## src/rtl/sc_et_accumulator.sv

```systemverilog
// sc_et_accumulator: turns NUM_INPUTS stochastic bitstreams back into WIDTH-bit binary values.
//
// Counts valid cycles (L) and the ones on each stream. When the source signals done, each
// ones-count is normalised by shifting by floor(log2 L). This is exact when L is a power of two.
// The result is then offered through a valid/ready handshake.
//
// Ports:
//   clk, rst           rising-edge clock, synchronous active-high reset
//   start              pulse: clear counters and begin a new capture (wins over everything but rst)
//   xs_valid, Xs       one stochastic bit per stream, counted when xs_valid=1 in ACCUM
//   src_done           source finished; a valid bit in the same cycle is still counted
//   out_valid/ready    result handshake
//   Ys                 recovered values, stream i at [i*WIDTH +: WIDTH]
//   len_log2, len_err  floor(log2 L); error if L is zero, not a power of two, or overflowed
//   busy               high while accumulating
//   prog_valid         only with SC_ET_ACC_PROGRESSIVE_EN defined: one-cycle pulse when Ys holds
//                      a progressive estimate (L reached a power of two >= 2^WIDTH)
module sc_et_accumulator #(
  parameter int unsigned WIDTH      = 4,
  parameter int unsigned NUM_INPUTS = 2
) (
  input  logic                                  clk,
  input  logic                                  rst,
  input  logic                                  start,
  input  logic                                  xs_valid,
  input  logic [NUM_INPUTS-1:0]                 Xs,
  input  logic                                  src_done,
  output logic                                  out_valid,
  input  logic                                  out_ready,
  output logic [NUM_INPUTS*WIDTH-1:0]           Ys,
  output logic [$clog2(NUM_INPUTS*WIDTH+1)-1:0] len_log2,
  output logic                                  len_err,
  output logic                                  busy
`ifdef SC_ET_ACC_PROGRESSIVE_EN
  ,
  output logic                                  prog_valid
`endif
);

  localparam int unsigned NW = NUM_INPUTS * WIDTH;
  localparam int unsigned CW = NW + 1;
  localparam int unsigned LW = $clog2(NW + 1);

  localparam logic [CW-1:0] LenMax = {1'b1, {NW{1'b0}}};
  localparam logic [LW-1:0] WidthL = LW'(WIDTH);

  typedef enum logic [1:0] {StIdle, StAccum, StOut} state_e;

  state_e                          state_q, state_d;
  logic [CW-1:0]                   len_q, len_d;
  logic [NUM_INPUTS-1:0][CW-1:0]   cnt_q, cnt_d;
  logic                            ovf_q, ovf_d;
  logic [NW-1:0]                   ys_q, ys_d;
  logic [LW-1:0]                   k_q, k_d;
  logic                            err_q, err_d;

  logic [NW-1:0]                   res_ys;
  logic [LW-1:0]                   res_k;
  logic                            res_err;

`ifdef SC_ET_ACC_PROGRESSIVE_EN
  logic                            prog_q, prog_d;
  logic                            bit_counted;
  localparam logic [CW-1:0] ProgMin = {{(CW-1){1'b0}}, 1'b1} << WIDTH;
`endif

  function automatic logic [LW-1:0] flog2(input logic [CW-1:0] v);
    logic [LW-1:0] r;
    r = '0;
    for (int i = 0; i < int'(CW); i++) begin
      if (v[i]) r = LW'(i);
    end
    return r;
  endfunction

  function automatic logic is_pow2(input logic [CW-1:0] v);
    return (v != '0) && ((v & (v - CW'(1))) == '0);
  endfunction

  // Normalise a ones-count to WIDTH bits: cnt * 2^WIDTH / 2^k, saturating at all-ones.
  function automatic logic [WIDTH-1:0] scale(input logic [CW-1:0] cnt, input logic [LW-1:0] k);
    logic [CW+WIDTH-1:0] wide;
    wide = {{WIDTH{1'b0}}, cnt};
    if (k >= WidthL) wide = wide >> (k - WidthL);
    else             wide = wide << (WidthL - k);
    if (|wide[CW+WIDTH-1:WIDTH]) return '1;
    return wide[WIDTH-1:0];
  endfunction

  // Counter next-state.
  always_comb begin
    cnt_d = cnt_q;
    len_d = len_q;
    ovf_d = ovf_q;
`ifdef SC_ET_ACC_PROGRESSIVE_EN
    bit_counted = 1'b0;
`endif
    if (start) begin
      cnt_d = '0;
      len_d = '0;
      ovf_d = 1'b0;
    end else if (state_q == StAccum && xs_valid) begin
      if (len_q == LenMax) begin
        // Counters would exceed their range; freeze them and flag the run as invalid.
        ovf_d = 1'b1;
      end else begin
        len_d = len_q + CW'(1);
        for (int i = 0; i < int'(NUM_INPUTS); i++) begin
          cnt_d[i] = cnt_q[i] + {{(CW-1){1'b0}}, Xs[i]};
        end
`ifdef SC_ET_ACC_PROGRESSIVE_EN
        bit_counted = 1'b1;
`endif
      end
    end
  end

  // Result from the post-update counts, so a bit arriving with src_done is included.
  always_comb begin
    res_k   = flog2(len_d);
    res_err = (len_d == '0) || !is_pow2(len_d) || ovf_d;
    res_ys  = '0;
    for (int i = 0; i < int'(NUM_INPUTS); i++) begin
      res_ys[i*WIDTH +: WIDTH] = (len_d == '0) ? '0 : scale(cnt_d[i], res_k);
    end
  end

  // State and result-register next-state.
  always_comb begin
    state_d = state_q;
    ys_d    = ys_q;
    k_d     = k_q;
    err_d   = err_q;
`ifdef SC_ET_ACC_PROGRESSIVE_EN
    prog_d  = 1'b0;
`endif
    if (start) begin
      state_d = StAccum;
    end else begin
      unique case (state_q)
        StIdle: ;
        StAccum: begin
`ifdef SC_ET_ACC_PROGRESSIVE_EN
          if (bit_counted && is_pow2(len_d) && (len_d >= ProgMin)) begin
            prog_d = 1'b1;
            ys_d   = res_ys;
          end
`endif
          if (src_done) begin
            state_d = StOut;
            ys_d    = res_ys;
            k_d     = res_k;
            err_d   = res_err;
          end
        end
        StOut: begin
          if (out_ready) state_d = StIdle;
        end
        default: state_d = StIdle;
      endcase
    end
  end

  always_ff @(posedge clk) begin
    if (rst) begin
      state_q <= StIdle;
      len_q   <= '0;
      cnt_q   <= '0;
      ovf_q   <= 1'b0;
      ys_q    <= '0;
      k_q     <= '0;
      err_q   <= 1'b0;
`ifdef SC_ET_ACC_PROGRESSIVE_EN
      prog_q  <= 1'b0;
`endif
    end else begin
      state_q <= state_d;
      len_q   <= len_d;
      cnt_q   <= cnt_d;
      ovf_q   <= ovf_d;
      ys_q    <= ys_d;
      k_q     <= k_d;
      err_q   <= err_d;
`ifdef SC_ET_ACC_PROGRESSIVE_EN
      prog_q  <= prog_d;
`endif
    end
  end

  assign out_valid = (state_q == StOut);
  assign busy      = (state_q == StAccum);
  assign Ys        = ys_q;
  assign len_log2  = k_q;
  assign len_err   = err_q;
`ifdef SC_ET_ACC_PROGRESSIVE_EN
  assign prog_valid = prog_q;
`endif

endmodule

```

## config.mk

```make
export PLATFORM = sky130hd
export DESIGN_NAME = sc_et_accumulator
export DESIGN_NICKNAME = d
export VERILOG_FILES = /design/src/rtl/sc_et_accumulator.sv
export SDC_FILE = /design/constraint.sdc
export NUM_CORES = 1
export LEC_CHECK = 0
export BUFFER_PORTS_ARGS = -buffer_cell sky130_fd_sc_hd__buf_2
export CAP_MARGIN = 20
export CORE_MARGIN = 5
export CORE_UTILIZATION = 58
export DETAILED_ROUTE_END_ITERATION = 7
export PLACE_DENSITY_LB_ADDON = 0.12
export SLEW_MARGIN = 20
export SYNTH_ARGS = -nofsm -noshare
export SYNTH_HDL_FRONTEND = slang
export SYNTH_SLANG_ARGS = --single-unit
```

## constraint.sdc

```tcl
create_clock -name clk -period 7.6 [get_ports clk]
set_input_delay 0 -clock clk [delete_from_list [all_inputs] [get_ports clk]]
set_output_delay 0 -clock clk [all_outputs]
set_load 0.02 [all_outputs]
```

# [Yosys cells after proc, flatten, opt, wreduce, memory -nomap -nowiden]
# Cells that the tools add are included.
[word_totals] elab_cells=77 ff_bits=43 output_inout_bits=15 input_bits=8
[op_classes] n_reduce_logical=15 n_eq_ne=8 shift=4 bitwise=3 muxes=31 magnitude_cmp=1 n_addsub=6
[ops] op="18-bit two-way mux" count=3
[ops] op="4-bit two-way mux" count=13
[ops] op="9-bit two-way mux" count=3
[ops] op="13-bit two-way mux" count=2
[ops] op="9-bit by 4-bit << shifter with 13-bit output" count=2
[ops] op="9-bit by 4-bit >> shifter with 13-bit output" count=2
[ops] op="9-bit by 1-bit adder with 9-bit output" count=2
[ops] op="9-bit zero test" count=2
[ops] op="9-bit OR reduction" count=2
[ops] op="9-bit by 1-bit adder with 9-bit output, second input constant" count=1
[ops] op="9-bit AND" count=1
[ops] op="9-bit equality test, second input constant" count=1
[ops] op="3-bit AND reduction" count=3
[ops] op="9-bit nonzero test" count=1
[ops] op="9-bit by 1-bit subtractor with 9-bit output, second input constant" count=1
[ops] op="1-bit two-way mux" count=7
[ops] op="2-bit one-hot mux with 3 select lines" count=1
[ops] op="4-bit by 3-bit >= comparator with 1-bit output, second input constant" count=1
[ops] op="2-bit two-way mux" count=2
[ops] op="2-bit inequality test, second input constant" count=2
[ops] op="3-bit by 4-bit subtractor with 4-bit output, first input constant" count=1
[ops] op="4-bit by 3-bit subtractor with 4-bit output, second input constant" count=1
[ops] op="3-bit by 2-bit inequality test with 1-bit output, second input constant" count=1
[ops] op="3-bit inequality test, second input constant" count=1
[ops] op="9 further kinds" count=12

# [Logic depth before layout (Yosys ltp)]
[depth] depth_word=19 depth_mapped=19 ltp_nobuf=16

# [Worst setup path after synthesis]
# Ideal clock, no wire load.
[synth_timing] kind="reg2reg" startpoint="register len_q[0]" endpoint="register ys_q[4] (netlist: Ys[4])" setup_time_ns=0.146 stages_incl_launch_ff=18 arrival_time_ns=3.874 synth_period_minus_slack_ns=4.020 n_path_buf=2 t_required_ns=7.454 setup_slack_ns=3.580 path_cell_list="dfxtp_1 -> buf_2 -> inv_1 -> ha_1 -> nor4b_4 -> a211oi_1 -> o41ai_1 -> o32ai_4 -> nand2_2 -> buf_4 -> ha_1 -> clkinv_1 -> nor2_1 -> a221oi_1 -> or4b_1 -> a221o_1 -> o211ai_2 -> a311oi_1"
[synth_between] elab_chain_cells=19 elab_cells_between_ends=27 classes_between="add/sub: 3; order compare: 1; eq/ne: 1; shift: 2; mux: 18; reduce/logical: 2"
[synth_lines] element="from (decl)" line_no="50" text="logic [CW-1:0] len_q, len_d;"
[synth_lines] element="from (signal assigned)" line_no="178" text="len_q <= len_d;"
[synth_lines] element="9-bit by 1-bit adder with 9-bit output / 9-bit equality test (equally long branches)" line_no="107, 103"
[synth_lines] element="9-bit two-way mux" line_no="103" text="if (len_q == LenMax) begin"
[synth_lines] element="9-bit two-way mux" line_no="102" text="end else if (state_q == StAccum && xs_valid) begin"
[synth_lines] element="9-bit two-way mux" line_no="98" text="if (start) begin"
[synth_lines] element="1-bit two-way mux" line_no="71" text="if (v[i]) r = LW'(i);"
[synth_lines] element="4-bit two-way mux (7 in a row)" line_no="71"
[synth_lines] element="3-bit by 4-bit subtractor with 4-bit output / 4-bit by 3-bit subtractor with 4-bit output (equally long branches)" line_no="85, 84"
[synth_lines] element="9-bit by 4-bit << shifter with 13-bit output / 9-bit by 4-bit >> shifter with 13-bit output (equally long branches)" line_no="85, 84"
[synth_lines] element="13-bit two-way mux" line_no="84" text="if (k >= WidthL) wide = wide >> (k - WidthL);"
[synth_lines] element="9-bit OR reduction" line_no="86" text="if (|wide[CW+WIDTH-1:WIDTH]) return '1;"
[synth_lines] element="1-bit two-way mux" line_no="86"
[synth_lines] element="4-bit two-way mux" line_no="87" text="return wide[WIDTH-1:0];"
[synth_lines] element="4-bit two-way mux *" line_no="124" text="res_ys[i*WIDTH +: WIDTH] = (len_d == '0) ? '0 : scale(cnt_d[i], res_k);"
[synth_lines] element="to (signal assigned)" line_no="181" text="ys_q <= ys_d;"
[synth_lines] element="to (decl)" line_no="53" text="logic [NW-1:0] ys_q, ys_d;"
# Every way passes the cells marked *; elsewhere a longest branch is shown, timed or not.
# A chain may end at the register's enable or synchronous reset.

# [Worst setup path in the final report]
[layout_timing] startpoint="register len_q[0]" endpoint="register ys_q[6] (netlist: Ys[6])"
# The elaborated chain is that of the path after synthesis.

==> results.md <==
- FF-to-FF path depth: 15
- Top library cells by usage in the layout, fill and taps aside: nor2_1, dfxtp_1, nand2_1, a21oi_1, mux2i_1
- Clock Pin Slew Worst Setup and Hold Paths: 0.09 ns
- Worst-path fanout max: 26
- Worst hold endpoint: state_q[0]
- Final min period: 6.03 ns
- Post-CTS setup-driven buffer insertion count: 0
- Post-Synthesis Cell Area: 3730 sq um
- First drt pass iteration count: 5
- Total wire length: 10,800 microns
- Resize count post-CTS: 0
- Layout filler cell count: 599
- Count of routing violations after the opening detailed-route iteration: 339
- Effective utilization at floorplan: 0.591
- Area of the die: 8130 sq um
- Total via count in the routed design: 3,780
- Wire length of the first global-routing pass: 17,600 microns
- Number of antenna violations at the first check in global routing: 0
- Total of buffers placed on input and output ports: 22
- Post-DP HPWL: 7830 microns
- Tightest slew margin relative to the limit: 0.343
- I/O Pins: 23
- Cell area after layout: 3920 sq um
- Part of the Yosys area used for sequential elements: 0.231
- Data required time at the worst endpoint: 7.76 ns
- Worst ir drop on vdd: 88.4 uV
- Setup_tns: 0 ns
- Synth cell types: 80
- Gr ovfl total: 0
- Floorplan die width: 90.2 microns
- Mean post-synth cell area: 7.83 sq um
- Kind of end point of the critical path: register
- Net count after synthesis: 491
- Root buf cell: clkbuf_8
- Clock tree from TritonCTS: yes
- Final Wtd Congestion: 0.979
- Global routing usage summed across all routing layers: 0.257
- Synthesis-stage register bit count: 43
- Final setup violating endpoints: 0
- Placed cell area: 3810 sq um
- Antenna diode count: 0
- Hold crit path type: in2reg
- Ratio of cells with drive above 1 in the final layout: 0.130
- Via count of the first global-routing pass: 3,489
- DRC violation count after routing: 0
- RSZ-0062 raised after global routing: no
- Warnings from Yosys: 0
- Most frequent standard cell in the layout excluding fill and tap cells: nor2_1
- Post-Synthesis Cells: 476
- Max Cap Viol: 0
- Post-layout utilization of the core: 0.621
- Worst R2R End: Ys[6]
- Worst reg-to-reg setup slack: 1.57 ns
- Core region area: 6310 sq um
- Run status: finished clean
- Maximum clock frequency: 0.166 GHz
- Number of standard-cell rows in the floorplan: 29
- Post-layout power: 424 uW
- Final count of pins violating max slew: 0
- H-tree Lvls: 2
- Critical Path Source Type: register
- Final Hold Violating Endpoints: 0
- Post-detailed-route wirelength per cell: 19.4 microns
- Critical path class: reg2reg
- Worst hold path stage count: 3
- Post-layout net count: 492
- Leakage Power: 1.32 nW
- Worst Hold Launch: src_done
- Cell type with the largest total area after synthesis: dfxtp_1
- Cts-stage hold buffer count: 1
- Slew of the pin with the lowest slew margin: 0.986 ns
- Vias per cell: 6.81
- Share of Yosys cell area claimed by the top area cell type: 0.231
- Die extent in y: 90.2 microns
- Top FF cell, synth: dfxtp_1
- P per Cell Area: 108 nW/um^2
- Final period util: 0.794
- Longest Clk Path Bufs: 2
- Worst hold slack: 0.00843 ns
- Data arrival time of the worst path: 6.20 ns
- Clock tree skew after final layout: 0.00775 ns
- Number of buffers created by CTS: 5
- Number of sinks handled by clock tree synthesis: 43
- Post-route antenna net violation count: 0
- Async set-or-reset flop fraction in the synthesized netlist: 0
- FF-to-FF Start: len_q[0]
- Synthesis-to-finish area growth: 5.10%
- Count of flip-flops with a built-in enable after synthesis: 0
- Clock latency of the later-clocked register in the worst-skew pair: 0.30 ns
- Most area-consuming cells after synthesis: dfxtp_1, mux2i_1, nor2_1
- Maximum number of pins on one net before global-route repair: 49
[how the worst max path moves through the flow]
stage          cells past startpoint  slack, ns    end  startpoint
4_1_cts                           15       1.69  Ys[6]    len_q[0]
6_report                          15       1.57  Ys[6]    len_q[0]
3_3_place_gp                      15       1.98  Ys[6]    len_q[0]
3_5_place_dp                      15       1.68  Ys[6]    len_q[0]
2_1_floorplan                     17       3.58  Ys[4]    len_q[0]
5_1_grt                           15       1.17  Ys[6]    len_q[0]
[synth_stat cells, drive strengths merged, types with 7 or more instances]
cell and count:
xnor2 16, a2111oi 9, a311oi 12, a211oi 13, a21oi 34, mux2i 26
or2 9, nor2 63, o21ai 22, nor2b 8, nor3 10, clkbuf 17
nand3 16, nand4 7, ha 7, buf 16, nand2 35, inv 12
dfxtp 43
[stage by stage]
stage	std cells	setup slack, ns
2_1_floorplan	476	3.58
3_3_place_gp	546	1.98
3_5_place_dp	546	1.68
4_1_cts	555	1.69
5_1_grt	555	1.17
6_report	555	1.57
[cell families (layout without fill, tap and decap cells)]
logic type | count (synthesis) | count (layout) | synth area share
compound gates | 151 | 151 | 0.306
flops | 43 | 43 | 0.231
mux | 31 | 31 | 0.0909
fa+ha+maj | 8 | 8 | 0.0262
xor+xnor | 22 | 22 | 0.0517
buf+inv | 46 | 48 | 0.0547
simple gates | 175 | 175 | 0.239
[routing by layer]
metal | vias up | part of all wire | wire length, microns | track usage
li1 | 1804 | - | - | -
met1 | 1773 | 0.44 | 4760 | 0.353
met2 | 185 | 0.46 | 5000 | 0.410
met3 | 18 | 0.079 | 846 | 0.0467
met4 | 0 | 0.014 | 149 | 0.0720
met5 | - | 0 | 0 | 0
[worst max-delay path: stages (launching register included)]
cell and delay, ns:
dfxtp_1 0.40, inv_1 0.14, ha_1 0.17, nor4b_4 0.70, a211oi_1 0.22, nor2_2 0.29
a32oi_1 0.24, a21oi_4 0.64, inv_2 0.38, ha_1 0.85, clkinv_1 0.44, a221oi_1 0.35
or4b_1 0.46, a221o_1 0.34, o211ai_2 0.12, a311oi_1 0.14
[power breakdown]
| part | switching, mW | internal, mW | leakage [nW] |
|---|---|---|---|
| Sequential | 0.00131 | 0.226 | 0.347 |
| Combinational | 0.0238 | 0.00990 | 0.928 |
| Clock | 0.0888 | 0.0744 | 0.0474 |
[flip-flops by register name (all words and copies together) (netlist names)]
signal / count
Ys: 8
cnt_q: 18
len_err: 1
len_log2: 4
len_q: 9
ovf_q: 1
state_q: 2
[final cells by class]
| type | instances | area, sq um | area share |
|---|---|---|---|
| Timing Repair Buffer | 27 | 150 | 0.0383 |
| Multi-Input combinational cell | 387 | 2660 | 0.680 |
| Tap cell | 77 | 96.3 | 0.0246 |
| Sequential cell | 43 | 861 | 0.220 |
| Clock inverter | 2 | 16.3 | 0.00415 |
| Inverter | 13 | 48.8 | 0.0125 |
| Clock buffer | 6 | 82.6 | 0.0211 |
Note: power is estimated with default switching activity, not from simulation.
